## config.mk

```make
export PLATFORM = sky130hd
export DESIGN_NAME = multicycle_controller_flat
export DESIGN_NICKNAME = d
export VERILOG_FILES = /design/src/rtl/mc_ctrl_pkg.sv /design/src/rtl/multicycle_controller_if.sv /design/src/rtl/mc_output_decode.sv /design/src/rtl/multicycle_controller.sv /design/src/flat_wrapper.sv
export SDC_FILE = /design/constraint.sdc
export NUM_CORES = 1
export LEC_CHECK = 0
export ABC_CLOCK_PERIOD_IN_PS = 1900
export BUFFER_PORTS_ARGS = -buffer_cell sky130_fd_sc_hd__buf_2
export CAP_MARGIN = 30
export CORE_MARGIN = 1.5
export CORE_UTILIZATION = 45
export DETAILED_ROUTE_END_ITERATION = 6
export PLACE_DENSITY = 0.77
export SYNTH_ARGS = -nofsm -noshare
export SYNTH_HDL_FRONTEND = slang
export SYNTH_SLANG_ARGS = --single-unit
```

## constraint.sdc

```tcl
create_clock -name clk -period 1.9 [get_ports clk]
set_input_delay 0.19 -clock clk [delete_from_list [all_inputs] [get_ports clk]]
set_output_delay 0.19 -clock clk [all_outputs]
set_load 0.01 [all_outputs]
```

## src/rtl/mc_ctrl_pkg.sv

```systemverilog
// Shared encodings for the multi-cycle RV32I sequencer:
// state enum, opcodes, datapath select codes and the control word.
package mc_ctrl_pkg;

  typedef enum logic [3:0] {
    FETCH    = 4'd0,
    DECODE   = 4'd1,
    MEMADR   = 4'd2,
    MEMREAD  = 4'd3,
    MEMWB    = 4'd4,
    MEMWRITE = 4'd5,
    EXECUTER = 4'd6,
    EXECUTEI = 4'd7,
    ALUWB    = 4'd8,
    BEQ      = 4'd9,
    JAL      = 4'd10,
    ILLEGAL  = 4'd11
  } state_t;

  localparam logic [6:0] OP_LW  = 7'b0000011;
  localparam logic [6:0] OP_SW  = 7'b0100011;
  localparam logic [6:0] OP_R   = 7'b0110011;
  localparam logic [6:0] OP_I   = 7'b0010011;
  localparam logic [6:0] OP_BEQ = 7'b1100011;
  localparam logic [6:0] OP_JAL = 7'b1101111;

  localparam logic [1:0] ALU_ADD   = 2'b00;
  localparam logic [1:0] ALU_SUB   = 2'b01;
  localparam logic [1:0] ALU_FUNCT = 2'b10;

  localparam logic [1:0] RES_ALUOUT = 2'b00;
  localparam logic [1:0] RES_DATA   = 2'b01;
  localparam logic [1:0] RES_ALU    = 2'b10;

  localparam logic [1:0] SRCA_PC    = 2'b00;
  localparam logic [1:0] SRCA_OLDPC = 2'b01;
  localparam logic [1:0] SRCA_RS1   = 2'b10;

  localparam logic [1:0] SRCB_RS2  = 2'b00;
  localparam logic [1:0] SRCB_IMM  = 2'b01;
  localparam logic [1:0] SRCB_FOUR = 2'b10;

  localparam logic [1:0] IMM_I = 2'b00;
  localparam logic [1:0] IMM_S = 2'b01;
  localparam logic [1:0] IMM_B = 2'b10;
  localparam logic [1:0] IMM_J = 2'b11;

  typedef struct packed {
    logic       mem_req;
    logic       adr_src;
    logic       mem_write;
    logic       ir_write;
    logic       pc_write;
    logic       reg_write;
    logic [1:0] result_src;
    logic [1:0] alu_src_a;
    logic [1:0] alu_src_b;
    logic [1:0] alu_op;
    logic [1:0] imm_src;
    logic       instr_retired;
  } ctrl_t;

  function automatic logic [1:0] imm_sel(input logic [6:0] op);
    logic [1:0] s;
    s = IMM_I;
    unique case (1'b1)
      (op == OP_SW):  s = IMM_S;
      (op == OP_BEQ): s = IMM_B;
      (op == OP_JAL): s = IMM_J;
      default:        s = IMM_I;
    endcase
    return s;
  endfunction

endpackage

```

## src/rtl/multicycle_controller_if.sv

```systemverilog
// Unified instruction/data memory port handshake
// between the sequencer and the memory.
interface multicycle_controller_if;
  logic mem_req;
  logic adr_src;
  logic mem_write;
  logic mem_ready;

  modport master (
    output mem_req,
    output adr_src,
    output mem_write,
    input  mem_ready
  );

  modport slave (
    input  mem_req,
    input  adr_src,
    input  mem_write,
    output mem_ready
  );
endinterface

```

## src/rtl/mc_output_decode.sv

```systemverilog
// Moore control word per state; only FETCH/MEMWRITE
// look at mem_ready and BEQ looks at zero.
module mc_output_decode
  import mc_ctrl_pkg::*;
(
  input  state_t     state,
  input  logic [6:0] op,
  input  logic       zero,
  input  logic       mem_ready,
  output ctrl_t      ctrl
);

  logic pc_update;
  logic branch;

  always_comb begin
    ctrl = '0;
    pc_update = 1'b0;
    branch = 1'b0;
    ctrl.imm_src = imm_sel(op);
    unique case (state)
      FETCH: begin
        ctrl.mem_req = 1'b1;
        ctrl.adr_src = 1'b0;
        if (mem_ready) begin
          ctrl.ir_write = 1'b1;
          pc_update = 1'b1;
          ctrl.alu_src_a = SRCA_PC;
          ctrl.alu_src_b = SRCB_FOUR;
          ctrl.alu_op = ALU_ADD;
          ctrl.result_src = RES_ALU;
        end
      end
      DECODE: begin
        ctrl.alu_src_a = SRCA_OLDPC;
        ctrl.alu_src_b = SRCB_IMM;
        ctrl.alu_op = ALU_ADD;
      end
      MEMADR: begin
        ctrl.alu_src_a = SRCA_RS1;
        ctrl.alu_src_b = SRCB_IMM;
        ctrl.alu_op = ALU_ADD;
      end
      MEMREAD: begin
        ctrl.mem_req = 1'b1;
        ctrl.adr_src = 1'b1;
      end
      MEMWB: begin
        ctrl.result_src = RES_DATA;
        ctrl.reg_write = 1'b1;
        ctrl.instr_retired = 1'b1;
      end
      MEMWRITE: begin
        ctrl.mem_req = 1'b1;
        ctrl.adr_src = 1'b1;
        ctrl.mem_write = 1'b1;
        ctrl.instr_retired = mem_ready;
      end
      EXECUTER: begin
        ctrl.alu_src_a = SRCA_RS1;
        ctrl.alu_src_b = SRCB_RS2;
        ctrl.alu_op = ALU_FUNCT;
      end
      EXECUTEI: begin
        ctrl.alu_src_a = SRCA_RS1;
        ctrl.alu_src_b = SRCB_IMM;
        ctrl.alu_op = ALU_FUNCT;
      end
      ALUWB: begin
        ctrl.result_src = RES_ALUOUT;
        ctrl.reg_write = 1'b1;
        ctrl.instr_retired = 1'b1;
      end
      BEQ: begin
        ctrl.alu_src_a = SRCA_RS1;
        ctrl.alu_src_b = SRCB_RS2;
        ctrl.alu_op = ALU_SUB;
        ctrl.result_src = RES_ALUOUT;
        branch = 1'b1;
        ctrl.instr_retired = 1'b1;
      end
      JAL: begin
        ctrl.alu_src_a = SRCA_OLDPC;
        ctrl.alu_src_b = SRCB_FOUR;
        ctrl.alu_op = ALU_ADD;
        ctrl.result_src = RES_ALUOUT;
        pc_update = 1'b1;
      end
      default: ;
    endcase
    ctrl.pc_write = pc_update | (branch & zero);
  end

endmodule

```

## src/rtl/multicycle_controller.sv

```systemverilog
// Multi-cycle RV32I sequencer: state register,
// next-state logic and the sticky illegal-opcode flag.
module multicycle_controller
  import mc_ctrl_pkg::*;
(
  input  logic                           clk,
  input  logic                           rst_n,
  multicycle_controller_if.master        bus,
  input  logic [6:0]                     op,
  input  logic                           zero,
  output logic                           ir_write,
  output logic                           pc_write,
  output logic                           reg_write,
  output logic [1:0]                     result_src,
  output logic [1:0]                     alu_src_a,
  output logic [1:0]                     alu_src_b,
  output logic [1:0]                     alu_op,
  output logic [1:0]                     imm_src,
  output logic                           instr_retired,
  output logic                           illegal_instr
);

  state_t state;
  state_t nxt;
  logic   illegal_q;
  ctrl_t  ctrl;
  ctrl_t  gated;

  always_comb begin
    nxt = state;
    unique case (state)
      FETCH:    if (bus.mem_ready) nxt = DECODE;
      DECODE: begin
        unique case (1'b1)
          (op == OP_LW),
          (op == OP_SW):  nxt = MEMADR;
          (op == OP_R):   nxt = EXECUTER;
          (op == OP_I):   nxt = EXECUTEI;
          (op == OP_BEQ): nxt = BEQ;
          (op == OP_JAL): nxt = JAL;
          default:        nxt = ILLEGAL;
        endcase
      end
      MEMADR:   nxt = (op == OP_SW) ? MEMWRITE : MEMREAD;
      MEMREAD:  if (bus.mem_ready) nxt = MEMWB;
      MEMWB:    nxt = FETCH;
      MEMWRITE: if (bus.mem_ready) nxt = FETCH;
      EXECUTER: nxt = ALUWB;
      EXECUTEI: nxt = ALUWB;
      ALUWB:    nxt = FETCH;
      BEQ:      nxt = FETCH;
      JAL:      nxt = ALUWB;
      ILLEGAL:  nxt = ILLEGAL;
      default:  nxt = FETCH;
    endcase
  end

  always_ff @(posedge clk) begin
    if (!rst_n) begin
      state <= FETCH;
      illegal_q <= 1'b0;
    end else begin
      state <= nxt;
      if (nxt == ILLEGAL) illegal_q <= 1'b1;
    end
  end

  mc_output_decode u_dec (
    .state     (state),
    .op        (op),
    .zero      (zero),
    .mem_ready (bus.mem_ready),
    .ctrl      (ctrl)
  );

  // Reset masks every strobe and select, abandoning any access.
  assign gated = rst_n ? ctrl : '0;

  assign bus.mem_req    = gated.mem_req;
  assign bus.adr_src    = gated.adr_src;
  assign bus.mem_write  = gated.mem_write;
  assign ir_write       = gated.ir_write;
  assign pc_write       = gated.pc_write;
  assign reg_write      = gated.reg_write;
  assign result_src     = gated.result_src;
  assign alu_src_a      = gated.alu_src_a;
  assign alu_src_b      = gated.alu_src_b;
  assign alu_op         = gated.alu_op;
  assign imm_src        = gated.imm_src;
  assign instr_retired  = gated.instr_retired;
  assign illegal_instr  = illegal_q;

endmodule

```

## src/flat_wrapper.sv

```systemverilog
// flat-port wrapper written by rule: the top's interface ports become plain ports
module multicycle_controller_flat import mc_ctrl_pkg::*;
  (clk, rst_n, op, zero, ir_write, pc_write, reg_write, result_src, alu_src_a, alu_src_b, alu_op, imm_src, instr_retired, illegal_instr, bus_mem_req, bus_adr_src, bus_mem_write, bus_mem_ready);
  multicycle_controller_if bus_i ();
  input  logic clk;
  input  logic rst_n;
  input  logic [6:0] op;
  input  logic zero;
  output logic ir_write;
  output logic pc_write;
  output logic reg_write;
  output logic [1:0] result_src;
  output logic [1:0] alu_src_a;
  output logic [1:0] alu_src_b;
  output logic [1:0] alu_op;
  output logic [1:0] imm_src;
  output logic instr_retired;
  output logic illegal_instr;
  output wire logic [$bits(bus_i.mem_req)-1:0] bus_mem_req;
  output wire logic [$bits(bus_i.adr_src)-1:0] bus_adr_src;
  output wire logic [$bits(bus_i.mem_write)-1:0] bus_mem_write;
  input wire logic [$bits(bus_i.mem_ready)-1:0] bus_mem_ready;
  assign bus_mem_req = bus_i.mem_req;
  assign bus_adr_src = bus_i.adr_src;
  assign bus_mem_write = bus_i.mem_write;
  assign bus_i.mem_ready = bus_mem_ready;
  multicycle_controller u_core (.clk(clk), .rst_n(rst_n), .bus(bus_i), .op(op), .zero(zero), .ir_write(ir_write), .pc_write(pc_write), .reg_write(reg_write), .result_src(result_src), .alu_src_a(alu_src_a), .alu_src_b(alu_src_b), .alu_op(alu_op), .imm_src(imm_src), .instr_retired(instr_retired), .illegal_instr(illegal_instr));
endmodule
```

==> run_results.csv <==
group,metric,value,unit
run_status,status,"finished clean",
critical_path,required,1710,ps
power,power.leakage,0.3572,nW
power,p_sw_share,48.38,%
synthesis,async_flop_share,0,%
route,drc_errors,0,
synthesis,synth_edf_count,0,
critical_path,crit_type,"register to primary output",
synthesis,yosys.area_share.xor_xnor,1.381,%
hold_path,hp-class,"input pin to register",
place,dpl.hpwl,1.248,mm
route,dr.pass1.iters,4,
synthesis,seq_area_frac_synth,15.78,%
synthesis,synth_cells,98,
critical_path,crit_family,"flip-flops",
final_layout,multi_input_area,508.0,µm²
synthesis,synthFlopType,"dfxtp_1",
flow_run,cap_violations,0,
power,power_density,1157,mW/mm²
grt,grt_max_degree,20,
cts,ctsHoldBuffers,0,
critical_path,cp-endpoint,"pc_write",
sta,slew-limit-headroom,65.03,%
sta,max_slew.worst_pin.slew,523.9,ps
critical_path,start_kind,"register",
route,wl,1.602,mm
grt,first_global_vias,584,
die,ios,29,
critical_path,cp-end-kind,"primary output",
final_layout,fin_nets,139,
cts,cts_buffers,3,
synthesis,synth_top_family_by_area,"simple AND/OR/NAND/NOR gates",
grt,antenna_found_initial,0,
synthesis,ys_warn_count,0,
synthesis,synthAdderAreaFrac,0,%
synthesis,ys_types,28,
die,core,0.001301,mm²
grt,grt-ovfl-total,0,
synthesis,synth_area_leaders,"dfxtp_1, nand2b_1, a21oi_1, nor2b_1, nor3_1",
grt,grt_pass1_wl,2.421,mm
cts,cts_resized,0,
final_layout,final_util,62.40,%
power,clkPwrFrac,12.7,%
power,p_total,0.9396,mW
route,vias,773,
power,internal_power,0.4850,mW
sta,maxSlewViolCount,0,
sta,tns,0,ps
critical_path,crit_path_start,"u_core.state[1]",
critical_path,cp_slowest_stage_delay,640,ps
grt,grt_use_total,21.82,%
die,die_h,40.55,µm
place,dp_cells,138,
cts,cts.clk_slew.worst_paths,40,ps
synthesis,synthMuxAreaShare,1.775,%
synthesis,synth-simple-area-share,51.28,%
synthesis,ys_ff_latch,5,
route,post_drt_via_cell_ratio,5.444,
cts,h-tree-depth,1,
critical_path,crit_cells,4,
synthesis,synth_compound_area_share,25.64,%
synthesis,synth_top_area_cell,"dfxtp_1",
critical_path,r2r_setup_slack,250,ps
final_layout,fillers,135,
power,pwr-share-comb,63.0,%
sta,rsz0062_at_grt,"false",
cts,clockBufferDepth,2,
critical_path,cp_cell_sequence,"nand2b_1 -> nor3_1 -> a21o_1 -> buf_2",
cts,cts_tree,"yes",
route,antenna_left,0,
die,rows,13,
cts,post_cts_buffers,0,
die,die_x,40.55,µm
final_layout,layout.cells.non_filler,142,
synthesis,synth_area_per_cell,6.473,µm²
power,ir_worst_vdd,0.6743,mV
power,p_seq_share,24.3,%
critical_path,critPathMaxFanout,19,
final_layout,regArea,100.1,µm²
synthesis,syn-num-nets,109,
cts,clkLatencyLatePin,240,ps
sta,max_freq,0.5622,GHz
route,drt-initial-drc-count,13,
die,initial_core_util,48.75,%
final_layout,drive_gt1_share,29.13,%
cts,cts_sinks,5,
sta,setup_viol,0,
route,routedWlPerCell,11.28,µm
critical_path,cpMaxStageDelayCell,"dfxtp_1",
sta,hold_viol,0,
place,io_buffers,28,
synthesis,yosys-top-cells-count,"a21oi_1, nand2b_1, nand2_1",
cts,root_buffer,"clkbuf_4",
final_layout,area_delta_synth_final,28.01,%
sta,fin_crit,1779,ps
sta,clock-skew-final,5.196,ps
critical_path,r2r_cells,5,
final_layout,diodes,0,
critical_path,r2r-start,"u_core.state[1]",
critical_path,crit_buf_inv,1,
power,p_switching,0.4546,mW
final_layout,final_area,812.0,µm²
place,postPlaceCellArea,785.8,µm²
critical_path,cp.arrival,1590,ps
die,die_area,0.001644,mm²
sta,fin_crit_sh,93.61,%
place,place.gp.congestion,0.7602,
critical_path,reg2reg_to,"u_core.illegal_instr",
synthesis,synth_top_area_share,15.78,%
synthesis,syn-cell-area,634.4,µm²
==> how the worst min path moves through the flow <==
| stage | startpoint | end | slack, ps | cells after the start |
|---|---|---|---|---|
| floorplan | rst_n | u_core.illegal_instr | 310 | 1 |
| global placement | u_core.illegal_instr | u_core.illegal_instr | 450 | 1 |
| detailed placement | u_core.illegal_instr | u_core.illegal_instr | 460 | 1 |
| CTS | rst_n | u_core.illegal_instr | 290 | 2 |
| global route | rst_n | u_core.illegal_instr | 330 | 2 |
| finish | rst_n | u_core.illegal_instr | 290 | 2 |
==> final cells by class <==
class,instances,share of cell area [%]
repair buffers,30,19.11
inverters,1,0.4622
flip-flops and latches,5,12.33
clock buffers,4,3.236
well taps,15,2.311
multi-input cells,87,62.56
==> power groups by stage <==
stage	clock network, mW	logic (mW)	registers [mW]
final	0.119	0.592	0.229
after global routing	0.131	0.663	0.240
after CTS	0.126	0.594	0.227
after detailed placement	0	0.589	0.227
after global placement	0	0.577	0.226
after floorplan	0	0.471	0.171
==> cells in the final DEF (no fill, tap or decap), drive strengths merged, types with 2 or more instances in the layout <==
cell type  instances
buf               30
nand2b            12
a21oi             12
nand2             10
nor2              10
nor3               8
nor2b              7
o21ai              6
dfxtp              5
nand3              4
clkbuf             4
or3                3
and2               2
a211oi             2
==> per-layer routing <==
metal	track usage (%)	share of wire, %
met5	0	0
met4	2.500	0
met3	5.000	6.0
met1	27.30	48
met2	38.49	46
==> logic make-up after synthesis <==
family                    after synthesis
AOI/OAI and AO/OA                      26
xor gates and xnor gates                1
and+or+nand+nor                        59
muxes                                   1
buffers and inverters                   6
DFF                                     5
==> stage by stage <==
| stage | setup WS, ps | hold slack (ps) |
|---|---|---|
| after global placement | 323.8 | 452.1 |
| after detailed placement | 280.2 | 460.4 |
| after global routing | 3.956 | 325.9 |
| final | 121.4 | 293.7 |
| after CTS | 120.0 | 287.6 |
| after floorplan | 383.6 | 312.1 |
==> state kept, by name (all words and copies together) (netlist names) <==
register	count
u_core.state	4
u_core.illegal_instr	1
Note: power is estimated with default switching activity, not from simulation.
